<file path="src/rtl/onehot2code_sync.sv">
// Synchronised one-hot to code encoder with stability filter and a valid/ready change event.
// Latency: input sampled at edge k -> cur_* at k+2+STABLE_CYCLES, ev_valid at k+3+STABLE_CYCLES.
module onehot2code_sync #(
  parameter int               N_IN          = 10,
  parameter int               OUT_W         = 8,
  parameter int               STABLE_CYCLES = 16,
  parameter int               MODE          = 0,
  parameter logic [OUT_W-1:0] NONE_CODE     = OUT_W'(8'h0F),
  parameter logic [OUT_W-1:0] ERR_CODE      = OUT_W'(8'h0F)
) (
  input  logic             clk,
  input  logic             rst,
  input  logic [N_IN-1:0]  in_data,
  output logic [OUT_W-1:0] cur_code,
  output logic             cur_none,
  output logic             cur_err,
  output logic             ev_valid,
  input  logic             ev_ready,
  output logic [OUT_W-1:0] ev_code
);

  localparam int CNT_W = (STABLE_CYCLES > 1) ? $clog2(STABLE_CYCLES) : 1;
  localparam logic [CNT_W-1:0] CNT_MAX = CNT_W'(STABLE_CYCLES - 1);

  typedef struct packed {
    logic [OUT_W-1:0] code;
    logic             none;
    logic             err;
  } cand_t;

  localparam cand_t CAND_NONE = '{code: NONE_CODE, none: 1'b1, err: 1'b0};

  typedef enum logic {IDLE, PEND} state_t;

  logic [N_IN-1:0]  s1, s2;
  cand_t            cand, enc_nxt, stable, last_sent, ev_val;
  logic [CNT_W-1:0] cnt;
  logic             cand_chg;
  logic             multi_hot;
  logic [OUT_W-1:0] low_code;
  state_t           state, state_nxt;
  logic             ev_load, ev_accept;

  // Descending scan so the last hit written is the lowest set index.
  always_comb begin
    low_code = '0;
    for (int i = N_IN - 1; i >= 0; i--) begin
      if (s2[i]) low_code = OUT_W'(i + 1);
    end
  end

  assign multi_hot = |(s2 & (s2 - N_IN'(1)));

  always_comb begin
    enc_nxt = CAND_NONE;
    if (|s2) begin
      if (multi_hot && (MODE == 0)) begin
        enc_nxt = '{code: ERR_CODE, none: 1'b0, err: 1'b1};
      end else begin
        enc_nxt = '{code: low_code, none: 1'b0, err: 1'b0};
      end
    end
  end

  assign cand_chg = (enc_nxt != cand);

  always_ff @(posedge clk) begin
    if (rst) begin
      s1     <= '0;
      s2     <= '0;
      cand   <= CAND_NONE;
      cnt    <= '0;
      stable <= CAND_NONE;
    end else begin
      s1   <= in_data;
      s2   <= s1;
      cand <= enc_nxt;
      if (cand_chg) begin
        cnt <= '0;
      end else if (cnt != CNT_MAX) begin
        cnt <= cnt + CNT_W'(1);
      end
      if (!cand_chg && (cnt == CNT_MAX)) begin
        stable <= cand;
      end
    end
  end

  always_comb begin
    state_nxt = state;
    ev_load   = 1'b0;
    ev_accept = 1'b0;
    case (state)
      IDLE: begin
        if (stable != last_sent) begin
          state_nxt = PEND;
          ev_load   = 1'b1;
        end
      end
      PEND: begin
        if (ev_ready) begin
          state_nxt = IDLE;
          ev_accept = 1'b1;
        end
      end
      default: state_nxt = IDLE;
    endcase
  end

  // ev_val is frozen while pending; later stable changes only show on cur_*.
  always_ff @(posedge clk) begin
    if (rst) begin
      state     <= IDLE;
      ev_val    <= CAND_NONE;
      last_sent <= CAND_NONE;
    end else begin
      state <= state_nxt;
      if (ev_load)   ev_val    <= stable;
      if (ev_accept) last_sent <= ev_val;
    end
  end

  assign cur_code = stable.code;
  assign cur_none = stable.none;
  assign cur_err  = stable.err;
  assign ev_valid = (state == PEND);
  assign ev_code  = ev_val.code;

endmodule

</file>
<file path="config.mk">
export PLATFORM = sky130hd
export DESIGN_NAME = onehot2code_sync
export DESIGN_NICKNAME = d
export VERILOG_FILES = /design/src/rtl/onehot2code_sync.sv
export SDC_FILE = /design/constraint.sdc
export NUM_CORES = 1
export LEC_CHECK = 0
export CAP_MARGIN = 20
export CORE_ASPECT_RATIO = 0.9
export CORE_MARGIN = 2
export CORE_UTILIZATION = 35
export CTS_CLUSTER_DIAMETER = 40
export DETAILED_ROUTE_END_ITERATION = 7
export REMOVE_ABC_BUFFERS = 1
export SLEW_MARGIN = 30
export SYNTH_ARGS = -nofsm -noshare
export SYNTH_HDL_FRONTEND = slang
export SYNTH_SLANG_ARGS = --single-unit
export TNS_END_PERCENT = 100
</file>
<file path="constraint.sdc">
create_clock -name clk -period 4.29 [get_ports clk]
set_clock_uncertainty 0.1 [all_clocks]
set_input_delay 1.287 -clock clk [delete_from_list [all_inputs] [get_ports clk]]
set_output_delay 1.287 -clock clk [all_outputs]
set_load 0.01 [all_outputs]
</file>
==> summary.txt <==
GRT
  • First-pass GRT wire length: 6510 µm
  • Pin count of the biggest net entering global routing: 21
  • GRT Total Usage: 11.9%
  • Vias in the first global route: 1402
  • Grt ovf: 0
  • Initial antenna violation count: 0

Drt
  • DRC Markers: 0
  • Initial DRT Pass Iterations: 4
  • Initial drt markers: 112
  • DR vias/cell: 4.96
  • Routed vias: 1578
  • Routed len/inst: 12.0 µm
  • Final wirelength: 3810 µm
  • Final antenna-violating net count: 0

Outcome
  • Status: completed

Min path
  • Worst min path class: reg -> reg
  • Hold path depth: 1
  • Hold EP: s2[9]
  • Hold_sp: s1[9]

Critical path
  • CP Capture Type: flip-flop
  • R2R Path End: cnt[3]
  • Worst Reg2Reg Path Length in Cells: 7
  • R2r setup slk: 1.06 ns
  • Reg2reg start: s2[1]
  • Crit path kind: reg -> reg
  • Worst-path fanout max: 9
  • CP arrival: 3.35 ns
  • CP Launch Type: flip-flop
  • Required @ worst endpoint: 4.41 ns

CTS
  • TritonCTS clock tree: done
  • Worst-case clock buffer depth: 2
  • CTS root buf: clkbuf_8
  • CTS Buf Count: 5
  • CTS Sinks: 49
  • Hold-fix buffers, CTS: 0
  • Htree depth: 2
  • Clk pin slew, worst setup/hold paths: 0.09 ns
  • Post-CTS Resized: 0
  • Setup Buffers After CTS: 0
  • Worst skew pair latency: 0.30 ns

Timing
  • F_max: 0.310 GHz
  • Slew HR: 51.3%
  • Final hold violation count: 0
  • Worst-Margin Slew: 0.727 ns
  • Final Cycle Share: 75.2%
  • Post-route minimum period: 3.23 ns
  • Worst hold margin: 0.340 ns
  • Slew Limit Fails: 0
  • RSZ-0062 raised after global routing: no
  • Setup TNS: 0 ns
  • Final setup margin: 1.06 ns
  • Final setup vio count: 0

Finish
  • Syn-to-layout area delta: 14.7%
  • Ant diodes: 0
  • Post-route insts no fill: 318
  • Layout cells sized above 1: 8.13%
  • NumNets Final: 259
  • Commonest non-fill, non-tap cell in the layout: dfxtp_1
  • Most frequent cells in the layout: dfxtp_1, clkdlybuf4s50_1, nor2b_1

Placement
  • Setup WS pre-CTS: 1.09 ns
  • GP Congestion: 0.797
  • Detailed Place HPWL: 2750 µm
  • Buffers on Ports: 23
  • Placed Cells: 310

Yosys
  • Synth Register Bits: 49
  • Netlist cell types: 47
  • Main flop type after synthesis: dfxtp_1
  • Mapped Area: 2160 µm²
  • FFs w/ async S/R, synth: 0%
  • Post-Syn Instances: 227
  • Synthesis Warnings: 0
  • Mapped Avg Cell Area: 9.54 µm²
  • Post-synth EDFFs: 0
  • Seq/Total Area, Yosys: 45.3%

Power and ir drop
  • Final total power: 1030 µW
  • Maximum VDD drop: 0.165 mV
  • Static leakage: 0.000950 µW
  • PwrDens: 416 nW/µm²

Floorplanning
  • Die Span Y: 78.6 µm
  • # rows: 27
  • I/O pin cnt: 32
  • Die ar.: 6830 µm²
  • Core area: 6050 µm²
  • Chip width: 86.9 µm
  • Initial Util: 35.8%

Job
  • Max Cap Viol: 0
cell families (layout without fill, tap and decap cells):
group,count (synthesis),count (layout),synth area share (%)
adder cells (fa/ha/maj),1,1,0.578
AO/OA/AOI/OAI,44,44,15.2
other,1,8,0.173
multiplexers,7,7,3.24
AND/OR/NAND/NOR,88,88,24.2
XOR/XNOR,9,9,3.64
flip-flops,49,49,45.3
buffers and inverters,28,40,7.69
power by group:
part           switching, µW  internal, µW
logic                    121           103
registers               33.2           486
clock network            155           134
total                    310           723
worst max-delay path, cell delays in order, from the launching register on:
cell and delay, ns:
dfxtp_1 0.39, or4_4 0.60, or3_4 0.43, a2111oi_4 0.36, nand3_1 0.14, xnor2_1 0.29, nor4_1 0.61, nor3b_1 0.24
per-stage QoR:
step	instance area [µm²]	util (%)
final	2480	41.1
after global routing	2480	41.1
after CTS	2480	41.1
after detailed placement	2380	39.4
after global placement	2380	39.4
after floorplan	2050	-
flip-flops by register name (all words and copies together) (netlist names):
name / flops
cand: 6
cnt: 4
cur_code: 4
cur_err: 1
cur_none: 1
ev_code: 4
ev_val: 2
ev_valid: 1
last_sent: 6
s1: 10
s2: 10
worst max path at each step:
| stage | startpoint | end |
|---|---|---|
| final | s2[1] | cnt[3] |
| after global routing | s2[1] | cnt[3] |
| after CTS | s2[0] | cnt[3] |
| after detailed placement | s2[0] | cnt[3] |
| after global placement | s2[1] | cnt[3] |
| after floorplan | s2[1] | cur_code[0] |
area by class of cell:
type	instances	area, µm²
inverters	8	30.0
flip-flops and latches	49	981
multi-input cells	157	1040
clock inverters	2	17.5
well taps	72	90.1
clock buffers	6	82.6
repair buffers	24	238
fillers	607	3560
layer usage:
layer	up-vias	wire length, µm	global-route usage [%]
met1	723	2010	16.0
met4	0	38	4.06
met3	2	115	2.94
li1	824	-	-
met5	-	0	0
met2	29	1640	18.4
synthesized netlist by cell type (3+ instances only):
library cell  instances  share of area (%)
nor2b_1              21                6.1
o41ai_1               5                2.0
dfxtp_1              49                 45
buf_4                12                4.2
nand3_1              16                3.7
inv_1                 8                1.4
o21ai_0               7                1.6
o21a_1                3                1.0
nor3_1                6                1.4
nand2_1              14                2.4
a21oi_1               9                2.1
clkbuf_1              5               0.87
xnor2_1               7                2.8
nor2_1                7                1.2
o211ai_1              7                2.4
mux2i_1               7                3.2
Power figures use the tool's default switching activity.
